[config.mk]
export PLATFORM = sky130hd
export DESIGN_NAME = addsub_comparator_logop
export DESIGN_NICKNAME = d
export VERILOG_FILES = /design/src/rtl/addsub_comparator_logop.sv
export SDC_FILE = /design/constraint.sdc
export NUM_CORES = 1
export LEC_CHECK = 0
export BUFFER_PORTS_ARGS = -buffer_cell sky130_fd_sc_hd__buf_2
export CORE_MARGIN = 2
export CORE_UTILIZATION = 40
export CTS_CLUSTER_DIAMETER = 50
export DETAILED_ROUTE_END_ITERATION = 8
export PLACE_DENSITY_LB_ADDON = 0.12
export SYNTH_ARGS = -nofsm -noshare
export SYNTH_HDL_FRONTEND = slang
export SYNTH_SLANG_ARGS = --single-unit
export TNS_END_PERCENT = 5
[constraint.sdc]
create_clock -name soc_clk -period 0.9 [get_ports soc_clk]
set_input_delay 0.045 -clock soc_clk [delete_from_list [all_inputs] [get_ports soc_clk]]
set_output_delay 0.045 -clock soc_clk [all_outputs]
set_load 0.01 [all_outputs]
[src/rtl/addsub_comparator_logop.sv]
// Registered ALU execution cluster: adder/subtractor, comparator and logic unit on shared operands.
// Optional macro CMP_SLT_RESULT_EN drives the SLT/SLTU result word onto Comparator_out.
module addsub_comparator_logop (
  input  logic        soc_clk,
  input  logic        reset,
  input  logic        dat_ready,
  input  logic [31:0] ALU_dat1,
  input  logic [31:0] ALU_dat2,
  input  logic [4:0]  Instruction_to_ALU,
  output logic [31:0] AddSub_out,
  output logic        AddSub_overflow,
  output logic        AddSub_zero,
  output logic [31:0] Comparator_out,
  output logic        Comparator_con_met,
  output logic [31:0] LogOp_out
);

  typedef struct packed {
    logic [31:0] as_res;
    logic        as_ovf;
    logic        as_zero;
    logic [31:0] cmp_res;
    logic        cmp_con;
    logic [31:0] lo_res;
  } res_t;

  res_t        nxt, q;
  logic [31:0] sum, diff;
  logic        eq, slt, ult;

  always_comb begin
    sum  = ALU_dat1 + ALU_dat2;
    diff = ALU_dat1 - ALU_dat2;
    eq   = (ALU_dat1 == ALU_dat2);
    slt  = ($signed(ALU_dat1) < $signed(ALU_dat2));
    ult  = (ALU_dat1 < ALU_dat2);
    nxt  = '0;

    case (Instruction_to_ALU)
      5'd6: begin
        nxt.as_res  = sum;
        nxt.as_ovf  = (ALU_dat1[31] == ALU_dat2[31]) && (sum[31] != ALU_dat1[31]);
        nxt.as_zero = (sum == 32'd0);
      end
      5'd7: begin
        nxt.as_res  = diff;
        nxt.as_ovf  = (ALU_dat1[31] != ALU_dat2[31]) && (diff[31] != ALU_dat1[31]);
        nxt.as_zero = (diff == 32'd0);
      end
      default: ;
    endcase

    case (Instruction_to_ALU)
      5'd0:        nxt.cmp_con = eq;
      5'd1:        nxt.cmp_con = !eq;
      5'd2, 5'd9:  nxt.cmp_con = slt;
      5'd3:        nxt.cmp_con = !slt;
      5'd4, 5'd10: nxt.cmp_con = ult;
      5'd5:        nxt.cmp_con = !ult;
      default: ;
    endcase
`ifdef CMP_SLT_RESULT_EN
    if (Instruction_to_ALU == 5'd9 || Instruction_to_ALU == 5'd10)
      nxt.cmp_res = {31'b0, nxt.cmp_con};
`endif

    case (Instruction_to_ALU)
      5'd11:   nxt.lo_res = ALU_dat1 ^ ALU_dat2;
      5'd14:   nxt.lo_res = ALU_dat1 | ALU_dat2;
      5'd15:   nxt.lo_res = ALU_dat1 & ALU_dat2;
      default: ;
    endcase
  end

  // Single result register; dat_ready low holds every unit's last result.
  always_ff @(posedge soc_clk or negedge reset) begin
    if (!reset)         q <= '0;
    else if (dat_ready) q <= nxt;
  end

  assign AddSub_out         = q.as_res;
  assign AddSub_overflow    = q.as_ovf;
  assign AddSub_zero        = q.as_zero;
  assign Comparator_out     = q.cmp_res;
  assign Comparator_con_met = q.cmp_con;
  assign LogOp_out          = q.lo_res;

endmodule

==> metrics.md, run 1 <==
| Metric | Value |
|---|---|
| Status | `complete, but fails checks` |
| Violated checks | `setup timing` |
| Final Slew Violations | `0` |
| Fin cells | `1915` |
| PD cells | `1105 nW/um^2` |
| Relative slew slack | `0.5644` |
| Synthesis Warnings | `0` |
| Worst reg-to-reg path cell count | `1` |
| Setup WS post-layout | `-1.710 ns` |
| Number of global-route vias before repair | `10210` |
| CTS tree | `built` |
| DRC | `0` |
| Drt via density | `5.444` |
| Netlist Area Pre-Place | `8937 sq um` |
| Switching share of power | `0.3976` |
| Clk buf depth | `2` |
| Critical path class | `primary input to register` |
| DRT Wirelength | `35900 microns` |
| Lkg Pwr | `6.920 nW` |
| WP data required | `1.20 ns` |
| Clock Power Share | `0.253` |
| Worst Skew | `0 ns` |
| Cell variety after synth | `83` |
| Routed len/inst | `18.74 microns` |
| Tot GR Track Use | `0.2956` |
| CP Launch Type | `primary input` |
| Logic pwr share | `0.541` |
| Hold Path Stages | `5` |
| DP HPWL | `28170 microns` |
| CP Max Fanout | `2` |
| Largest net degree at the start of global routing | `68` |
| Die height | `153.5 microns` |
| Number of synthesized flops with an enable pin | `0` |
| Root Buffer | `clkbuf_16` |
| Min Clock Period, post-route | `2.610 ns` |
| GP Congestion | `0.9926` |
| H-tree levels | `3` |
| I/O Pins | `171` |
| Gr ovfl total | `0` |
| Violation count after the first detailed-routing iteration | `662` |
| Max Cap Viol | `0` |
| Fin crit share | `2.900` |
| Clock Latency Late Sink | `0.36 ns` |
| Max Clock Freq | `383.1 MHz` |
| CTS Buf Count | `9` |
| Clock Sinks | `67` |
| Setup violators final | `133` |
| Remaining antenna violation count after routing | `0` |
| RSZ-0062 raised after global routing | `yes` |
| First drt pass iteration count | `6` |
| Sequential fraction of the synthesis area | `0.1876` |
| Initial cell density of the core | `0.4083` |
| Sw Pwr | `0.006255 W` |
| Row count | `54` |
| First-pass GRT wire length | `55660 microns` |
| Async SR Flop Fraction | `1.000` |
| Core Region | `21890 sq um` |
| Ant. Diodes | `0` |
| Seq pwr share | `0.206` |
| Multi-input logic area | `7451 sq um` |
| Most frequent cells in the layout | `buf_4 (405), buf_2 (131), inv_1 (101)` |
| Final core utilization | `0.6503` |
| Worst vdd ir | `0.8839 mV` |
| Nature of the critical path endpoint | `register` |
| Power Total | `0.01573 W` |
| Vias | `10430` |
| Initial antenna violation count | `0` |
| Primary FF master, synth | `dfrtp_1` |
| Hold Fails Final Rpt | `0` |
| P_int | `0.009477 W` |
| FILL cells | `1973` |
| CTS clock-pin slew for the worst setup and hold paths | `0.07 ns` |
| Final nets | `1810` |
| Synthesized area per cell | `7.909 sq um` |
| Commonest non-fill, non-tap cell in the layout | `buf_4` |
| Register area | `1677 sq um` |
| Syn Inst Count | `1130` |
| Worst-Margin Slew | `0.6533 ns` |
| Inst Count DP | `1879` |
| Die area | `23550 sq um` |
| Hold crit path type | `primary input to register` |
| Port buffer count | `138` |
| Layout cells sized above 1 | `0.4538` |
| Crit path DAT | `2.91 ns` |
| Seq cells post-synth | `67` |
| Syn-to-layout area delta | `59.27%` |
| DIE WIDTH | `153.5 microns` |
[stage by stage]
stage / hold slack, ns / TNS, ns / setup slack (ns) / cell area, sq um
detailed placement: 0.1042 / -82.09 / -2.261 / 12840
global placement: 0.1023 / -80.79 / -2.195 / 12840
floorplan: -0.2506 / -54.02 / -1.676 / 9303
finish: 0.06615 / -45.64 / -1.710 / 14230
CTS: 0.04694 / -54.93 / -1.745 / 13590
global route: 0.09011 / -52.94 / -1.788 / 14230
[cell type report]
| class | instances | area share |
|---|---|---|
| multi-input cells | 884 | 0.5234 |
| repair buffers | 560 | 0.2825 |
| flip-flops and latches | 67 | 0.1178 |
| inverters | 108 | 0.03006 |
| well taps | 280 | 0.02461 |
| clock buffers | 9 | 0.01582 |
| clock inverters | 7 | 0.005801 |
[synthesized netlist by cell type (10+ instances only)]
library cell | number | share of area
ha_1 | 106 | 0.15
inv_1 | 106 | 0.045
nor2_1 | 99 | 0.042
a21oi_1 | 90 | 0.050
dfrtp_1 | 67 | 0.19
clkbuf_1 | 52 | 0.022
nand2_1 | 46 | 0.019
o21ai_0 | 37 | 0.021
mux2i_1 | 36 | 0.040
buf_4 | 35 | 0.029
xnor2_1 | 35 | 0.034
o22a_1 | 34 | 0.033
o2bb2ai_1 | 33 | 0.032
nand3_1 | 28 | 0.016
nor2b_1 | 18 | 0.013
a21o_1 | 16 | 0.013
o31ai_1 | 16 | 0.013
nor4_1 | 15 | 0.010
nor3_1 | 14 | 0.0078
nand4_1 | 13 | 0.0091
o211ai_1 | 13 | 0.011
o21bai_1 | 13 | 0.011
a211oi_1 | 11 | 0.0092
a31oi_1 | 10 | 0.0070
o221ai_1 | 10 | 0.0098
[cell families after synthesis]
logic type | share of synthesized area
compound gates | 0.3139
simple gates | 0.1575
buf+inv | 0.1047
fa+ha+maj | 0.1529
flops | 0.1876
xor+xnor | 0.04018
mux | 0.04284
other cells | 0.0004196
[registers in the layout, indices dropped and copies added (netlist names)]
| register | count |
|---|---|
| Comparator_con_met | 1 |
| AddSub_overflow | 1 |
| LogOp_out | 32 |
| AddSub_out | 32 |
| AddSub_zero | 1 |
[critical path, cell delays in order]
cell and delay, ns:
buf_12 0.11, ha_4 0.16, fa_2 0.41, a21oi_4 0.18
o22ai_2 0.13, o211ai_1 0.20, buf_4 0.17, a311oi_4 0.10
a41o_1 0.25, o31a_1 0.27, or3_4 0.35, a2111oi_4 0.30
nand4_1 0.13, nand2_1 0.08
[power by group through the flow]
stage / clock, W / combinational [W] / sequential, W
3_3_place_gp: 0 / 0.00743 / 0.00329
6_report: 0.00398 / 0.00851 / 0.00323
5_1_grt: 0.00413 / 0.00912 / 0.00325
3_5_place_dp: 0 / 0.00748 / 0.00329
4_1_cts: 0.00404 / 0.00789 / 0.00323
2_1_floorplan: 0 / 0.00376 / 0.00336
[timing repair]
item / 4_1_cts / 5_1_grt
hold buffers: 1 / 0
setup endpoints to repair: 133 / 133
gates resized for setup: 77 / 114
gates cloned: 0 / 0
buffers inserted: 6 / 13
hold endpoints to repair: 67 / 0
pin swaps: 37 / 39
[metal layers]
metal,track usage,part of all wire,vias up,wire length [microns]
met3,0.03459,0.052,47,1860
met5,0,0,-,0
met1,0.4085,0.46,4954,16500
met4,0.08869,0.023,0,830
li1,-,-,5082,-
met2,0.4849,0.47,342,16710
[worst paths after layout]
| check | endpoint | start | slack [ns] |
|---|---|---|---|
| min | Comparator_con_met$_DFFE_PN0P_ | Instruction_to_ALU[4] | 0.07 |
| min in group asynchronous | LogOp_out[6]$_DFFE_PN0P_ | reset | 0.25 |
| max reg2reg | AddSub_out[13]$_DFFE_PN0P_ | AddSub_out[13]$_DFFE_PN0P_ | 0.15 |
| max | AddSub_zero$_DFFE_PN0P_ | ALU_dat1[0] | -1.71 |
| min reg2reg | AddSub_out[20]$_DFFE_PN0P_ | AddSub_out[20]$_DFFE_PN0P_ | 0.48 |
| max in group asynchronous | LogOp_out[19]$_DFFE_PN0P_ | reset | 0.34 |
Power figures use the tool's default switching activity.
==> run 2: changes to the inputs <==
--- a/config.mk
+++ b/config.mk
@@ -5,11 +5,11 @@
 export SDC_FILE = /design/constraint.sdc
 export NUM_CORES = 1
 export LEC_CHECK = 0
-export BUFFER_PORTS_ARGS = -buffer_cell sky130_fd_sc_hd__buf_2
 export CORE_MARGIN = 2
 export CORE_UTILIZATION = 40
 export CTS_CLUSTER_DIAMETER = 50
 export DETAILED_ROUTE_END_ITERATION = 8
+export DONT_BUFFER_PORTS = 1
 export PLACE_DENSITY_LB_ADDON = 0.12
 export SYNTH_ARGS = -nofsm -noshare
 export SYNTH_HDL_FRONTEND = slang
==> constraint.sdc (replaced) <==
create_clock -name soc_clk -period 2.85 [get_ports soc_clk]
set_input_delay 0.1425 -clock soc_clk [delete_from_list [all_inputs] [get_ports soc_clk]]
set_output_delay 0.1425 -clock soc_clk [all_outputs]
set_load 0.01 [all_outputs]
==> metrics.md, run 2 (synthesis results as in run 1) <==
| Metric | Value |
|---|---|
| Final Slew Violations | `0 (unchanged)` |
| Final Cell Area | `11190 sq um (-21%)` |
| I/O Pins | `171 (unchanged)` |
| DIE WIDTH | `153.5 microns (unchanged)` |
| Nature of the critical path endpoint | `register` |
| CP Launch Type | `primary input` |
| Critical path class | `primary input to register` |
| DRC | `0 (unchanged)` |
| Gr ovfl total | `0 (unchanged)` |
| Vias | `9290 (-11%)` |
| CTS clock-pin slew for the worst setup and hold paths | `0.07 ns (about the same)` |
| Die area | `23550 sq um (unchanged)` |
| Largest net degree at the start of global routing | `68 (unchanged)` |
| Worst-Margin Slew | `1.111 ns (+0.4576 ns)` |
| Most frequent cells in the layout | `buf_4 (239), inv_1 (106), ha_1 (105)` |
| Hold Path Stages | `2 (-3)` |
| Port buffer count | `0 (-100%)` |
| Tot GR Track Use | `0.2759 (-0.01969)` |
| Clk buf depth | `2 (unchanged)` |
| Relative slew slack | `0.2593 (-0.3051)` |
| GP Congestion | `0.9701 (-2.3%)` |
| Worst Skew | `0 ns (unchanged)` |
| Core Region | `21890 sq um (unchanged)` |
| FF-to-FF Start | `AddSub_out[13]$_DFFE_PN0P_` |
| Row count | `54 (unchanged)` |
| Worst vdd ir | `0.2298 mV (-74%)` |
| Hold EP | `AddSub_out[11]$_DFFE_PN0P_` |
| Fin crit share | `0.9705` |
| Syn-to-layout area delta | `25.21%` |
| First drt pass iteration count | `5 (-1)` |
| Hold Fails Final Rpt | `0 (unchanged)` |
| Ant. Diodes | `0 (unchanged)` |
| Number of global-route vias before repair | `8927 (-13%)` |
| Layout cells sized above 1 | `0.2282 (-0.2256)` |
| Final core utilization | `0.5112 (-0.1391)` |
| WHS | `0.01931 ns (-0.04683 ns)` |
| Slowest-stage cell, CP | `a221oi_1` |
| WP data required | `3.09 ns (+1.89 ns)` |
| Root Buffer | `clkbuf_16` |
| Placed cell area | `10700 sq um (-17%)` |
| Die height | `153.5 microns (unchanged)` |
| Clock Sinks | `67 (unchanged)` |
| Min Clock Period, post-route | `2.766 ns` |
| Lkg Pwr | `5.274 nW (-24%)` |
| H-tree levels | `3 (unchanged)` |
| Hold crit path type | `primary input to register` |
| DP HPWL | `25880 microns (-8.1%)` |
| Violation count after the first detailed-routing iteration | `896 (+35%)` |
| Post-CTS Setup Bufs | `0 (-6)` |
| Crit path DAT | `3.01 ns (+0.10 ns)` |
| Slowest Stage Delay on Critical Path | `0.52 ns (+0.11 ns)` |
| Worst reg-to-reg path cell count | `1 (unchanged)` |
| DRT Wirelength | `33280 microns (-7.3%)` |
| CTS tree | `built` |
| Final nets | `1494 (-17%)` |
| Remaining antenna violation count after routing | `0 (unchanged)` |
| Commonest non-fill, non-tap cell in the layout | `buf_4` |
| Initial antenna violation count | `0 (unchanged)` |
| RSZ-0062 raised after global routing | `yes` |
| Hold path startpoint | `dat_ready` |
| Initial cell density of the core | `0.4083 (unchanged)` |
| Drt via density | `5.810 (+6.7%)` |
| Critical-path cell list | `inv_1 > ha_1 > or2_2 > a221oi_4 > o31ai_1 > a31o_2 > a21oi_2 > a41oi_1 > xor2_1 > a221oi_1 > buf_4 > nor2_1` |
| Routed len/inst | `20.81 microns (+11%)` |
| Clock Latency Late Sink | `0.34 ns (-0.02 ns)` |
| PD cells | `393.1 nW/um^2 (-64%)` |
| Max Clock Freq | `361.6 MHz` |
| Slack of the worst reg-to-reg path | `2.05 ns (+1.90 ns)` |
| Worst slack at placement | `-0.4439 ns (+1.818 ns)` |
| CTS Buf Count | `9 (unchanged)` |
| Critical R2R Capture | `AddSub_out[13]$_DFFE_PN0P_` |
| Setup violators final | `0 (-100%)` |
| Max Cap Viol | `0 (unchanged)` |
| Status | `finished clean` |
| First-pass GRT wire length | `51650 microns (-7.2%)` |
| Setup WS post-layout | `0.08421 ns (+1.794 ns)` |
| CP Max Fanout | `4 (+2)` |
## run 2: cell types whose count changed in the layout (fill, tap and decap cells not counted), moves of 7 or more
| cell | delta |
|---|---|
| ha_4 | -16 |
| a21oi_2 | -12 |
| ha_1 | +20 |
| buf_4 | -166 |
| nor2_1 | +11 |
| a21oi_1 | +17 |
| buf_6 | -16 |
| nor2_2 | -8 |
| buf_2 | -131 |
| o31ai_1 | +7 |
## run 2: worst max-delay path, delay by kind of cell
kind / cells / cell delay, ns
xor+xnor: 1 / 0.22
compound gates: 6 / 1.73
simple gates: 2 / 0.36
buf+inv: 2 / 0.22
fa+ha+maj: 1 / 0.32
## run 2: metal layers
layer | up-vias | GRT usage | routed length, microns
li1 | 4426 | - | -
met1 | 4480 | 0.4071 | 15960
met2 | 348 | 0.4203 | 14310
met3 | 36 | 0.04168 | 2424
met4 | 0 | 0.06990 | 584
met5 | - | 0 | 0
## run 2: metrics by stage
step	TNS [ns]	power, W	cells
global route	-0.07377	0.004631	1599
floorplan	0	0.002202	1161
detailed placement	-1.778	0.002981	1578
global placement	-1.839	0.002978	1578
CTS	0	0.004375	1599
finish	0	0.004399	1599
## run 2: cell type report
| class | count | area (sq um) |
|---|---|---|
| Fill cell | 2154 | 10700 |
| Multi-Input combinational cell | 884 | 6550 |
| Timing Repair Buffer | 244 | 1872 |
| Sequential cell | 67 | 1677 |
| Inverter | 108 | 405.4 |
| Tap cell | 280 | 350.3 |
| Clock buffer | 10 | 239.0 |
| Clock inverter | 6 | 97.59 |
## run 2: timing repair
action                     4_1_cts  5_1_grt
setup endpoints to repair        1        4
hold buffers                     5        0
hold endpoints to repair        99        0
pin swaps                        0        3
resized for setup                2       16
## run 2: how the worst max path moves through the flow
stage,startpoint,to,slack [ns]
after detailed placement,ALU_dat1[6],AddSub_zero$_DFFE_PN0P_,-0.44
after global routing,ALU_dat1[1],AddSub_overflow$_DFFE_PN0P_,-0.05
after CTS,ALU_dat1[7],AddSub_zero$_DFFE_PN0P_,0.06
final,ALU_dat1[1],AddSub_out[25]$_DFFE_PN0P_,0.08
after floorplan,ALU_dat2[4],AddSub_zero$_DFFE_PN0P_,0.004
after global placement,ALU_dat1[6],AddSub_zero$_DFFE_PN0P_,-0.46
## run 2: power by group
part           total (W)  switching, W  internal (W)
sequential       0.00105     0.0000583      0.000996
combinational    0.00202       0.00110      0.000912
clock            0.00133      0.000525      0.000803
==> run 3: changes to the inputs <==
--- a/config.mk
+++ b/config.mk
@@ -5,8 +5,10 @@
 export SDC_FILE = /design/constraint.sdc
 export NUM_CORES = 1
 export LEC_CHECK = 0
+export CAP_MARGIN = 40
 export CORE_MARGIN = 2
 export CORE_UTILIZATION = 40
+export CTS_BUF_LIST = sky130_fd_sc_hd__clkbuf_2 sky130_fd_sc_hd__clkbuf_4 sky130_fd_sc_hd__clkbuf_8
 export CTS_CLUSTER_DIAMETER = 50
 export DETAILED_ROUTE_END_ITERATION = 8
 export DONT_BUFFER_PORTS = 1
==> metrics.md, run 3 (synthesis results as in run 1) <==
| Metric | Value |
|---|---|
| Die area | `23550 sq um (unchanged)` |
| Nature of the critical path endpoint | `register` |
| Worst reg-to-reg path cell count | `1 (unchanged)` |
| CP Launch Type | `primary input` |
| First drt pass iteration count | `5 (unchanged)` |
| Vias | `9192 (-1.1%)` |
| Initial antenna violation count | `0 (unchanged)` |
| Slowest-stage cell, CP | `a221oi_1` |
| Row count | `54 (unchanged)` |
| Slowest Stage Delay on Critical Path | `0.47 ns (-0.05 ns)` |
| Commonest non-fill, non-tap cell in the layout | `buf_4` |
| Critical R2R Capture | `AddSub_out[13]$_DFFE_PN0P_` |
| DRC | `0 (unchanged)` |
| Worst vdd ir | `0.1673 mV (-27%)` |
| Tot GR Track Use | `0.2775 (+0.001680)` |
| CP Max Fanout | `4 (unchanged)` |
| Critical Path Most Common Cell | `buf_4` |
| CTS clock-pin slew for the worst setup and hold paths | `0.09 ns (+0.02 ns)` |
| H-tree levels | `3 (unchanged)` |
| Core Region | `21890 sq um (unchanged)` |
| Critical path class | `primary input to register` |
| Final core utilization | `0.5070 (-0.004230)` |
| Lkg Pwr | `5.243 nW (-0.59%)` |
| DRT Wirelength | `33240 microns (-0.11%)` |
| Max Clock Freq | `359.5 MHz (-0.58%)` |
| Hold crit path type | `primary input to register` |
| Largest net degree at the start of global routing | `68 (unchanged)` |
| Relative slew slack | `0.5631 (+0.3038)` |
| Routed len/inst | `20.74 microns (-0.36%)` |
| CTS tree | `built` |
| First-pass GRT wire length | `51800 microns (+0.29%)` |
| WP data required | `3.13 ns (+0.04 ns)` |
| GP Congestion | `0.9701 (unchanged)` |
| Initial cell density of the core | `0.4083 (unchanged)` |
| Clk buf depth | `2 (unchanged)` |
| RSZ-0062 raised after global routing | `yes` |
| Max Cap Viol | `0 (unchanged)` |
| CTS Buf Count | `9 (unchanged)` |
| Number of global-route vias before repair | `8875 (-0.58%)` |
| Worst Skew | `0 ns (unchanged)` |
| FILL cells | `2145 (-0.42%)` |
| Worst-Margin Slew | `0.6537 ns (-0.4572 ns)` |
| DIE WIDTH | `153.5 microns (unchanged)` |
| Status | `finished clean` |
| Gr ovfl total | `0 (unchanged)` |
| Setup violators final | `0 (unchanged)` |
| I/O Pins | `171 (unchanged)` |
| Crit path DAT | `3.06 ns (+0.05 ns)` |
| Port buffer count | `0 (unchanged)` |
| Drt via density | `5.734 (-1.3%)` |
| Violation count after the first detailed-routing iteration | `835 (-6.8%)` |
| Root Buffer | `clkbuf_8` |
| FF-to-FF Start | `AddSub_out[13]$_DFFE_PN0P_` |
| Most frequent cells in the layout | `buf_4 (239), inv_1 (106), ha_1 (105)` |
| Die height | `153.5 microns (unchanged)` |
| Slack of the worst reg-to-reg path | `2.05 ns (about the same)` |
| PD cells | `368.0 nW/um^2 (-6.4%)` |
| Remaining antenna violation count after routing | `0 (unchanged)` |
| Syn-to-layout area delta | `24.18%` |
| Layout cells sized above 1 | `0.2245 (-0.003713)` |
| Clock Sinks | `67 (unchanged)` |
| Min Clock Period, post-route | `2.782 ns (+0.01601 ns)` |
| Clock Latency Late Sink | `0.37 ns (+0.03 ns)` |
| Hold Fails Final Rpt | `0 (unchanged)` |
| DP HPWL | `25920 microns (+0.16%)` |
| Worst setup path start | `ALU_dat1[1]` |
| Critical-path cell list | `inv_1 > ha_1 > buf_4 > a21oi_1 > buf_4 > o2111a_1 > o21bai_1 > a31o_2 > a31oi_1 > nor2b_1 > xnor2_1 > a221oi_1 > buf_4 > nor2_1` |
| Crit path capture | `AddSub_out[25]$_DFFE_PN0P_` |
| Fin cells | `1603 (+0.25%)` |
| Final Slew Violations | `0 (unchanged)` |
| Ant. Diodes | `0 (unchanged)` |
| Inst Count DP | `1579 (+0.063%)` |
| Final nets | `1498 (+0.27%)` |
| Fin crit share | `0.9761 (+0.005619)` |
==> run 3: worst min-delay path by stage <==
stage                     slack (ns)                          to  cells past startpoint       from
after CTS                       0.02  AddSub_out[14]$_DFFE_PN0P_                      2  dat_ready
after global placement         -0.15    LogOp_out[5]$_DFFE_PN0P_                      0      reset
after floorplan                -0.15   AddSub_out[0]$_DFFE_PN0P_                      0      reset
after detailed placement       -0.15    LogOp_out[5]$_DFFE_PN0P_                      0      reset
after global routing            0.03  AddSub_out[14]$_DFFE_PN0P_                      2  dat_ready
final                           0.03  AddSub_out[14]$_DFFE_PN0P_                      2  dat_ready
==> run 3: critical path, delay by kind of cell <==
kind | cells | cell delay [ns]
compound gates | 6 | 1.68
buf+inv | 4 | 0.56
fa+ha+maj | 1 | 0.31
simple gates | 2 | 0.25
xor+xnor | 1 | 0.12
==> run 3: through the flow <==
step	TNS [ns]	total power, W	worst slack, ns	area, sq um	hold slack, ns
after floorplan	0	0.002202	0.004488	9086	-0.1531
after global placement	-1.839	0.002978	-0.4645	10700	-0.1511
after detailed placement	-1.700	0.002982	-0.4376	10720	-0.1510
after CTS	0	0.004074	0.02147	11060	0.02037
after global routing	-0.06245	0.004310	-0.05783	11100	0.02674
final	0	0.004084	0.06820	11100	0.02896
==> run 3: layout make-up <==
| type | instances | area (sq um) | area share |
|---|---|---|---|
| repair buffers | 248 | 1917 | 0.1727 |
| multi-input cells | 884 | 6514 | 0.5869 |
| clock buffers | 10 | 137.6 | 0.01240 |
| clock inverters | 6 | 97.59 | 0.008794 |
| flip-flops and latches | 67 | 1677 | 0.1511 |
| inverters | 108 | 405.4 | 0.03653 |
| well taps | 280 | 350.3 | 0.03157 |
==> run 3: power by group <==
group / internal, W / switching (W)
clock network: 0.000528 / 0.000499
registers: 0.000995 / 0.0000581
logic: 0.000909 / 0.00109
==> run 3: routing by layer <==
layer  up-vias  routed length (microns)  GRT usage
li1       4446                        -          -
met1      4393                    16000     0.4028
met2       318                    14200     0.4237
met3        35                     2426    0.05132
met4         0                      620    0.07121
met5         -                        0          0
==> run 3: timing repair <==
item,4_1_cts,5_1_grt
setup buffers,0,0
endpoints found under the setup margin,1,2
hold buffers,8,0
gates resized for setup,1,10
hold endpoints to repair,100,0
pin swaps,0,3
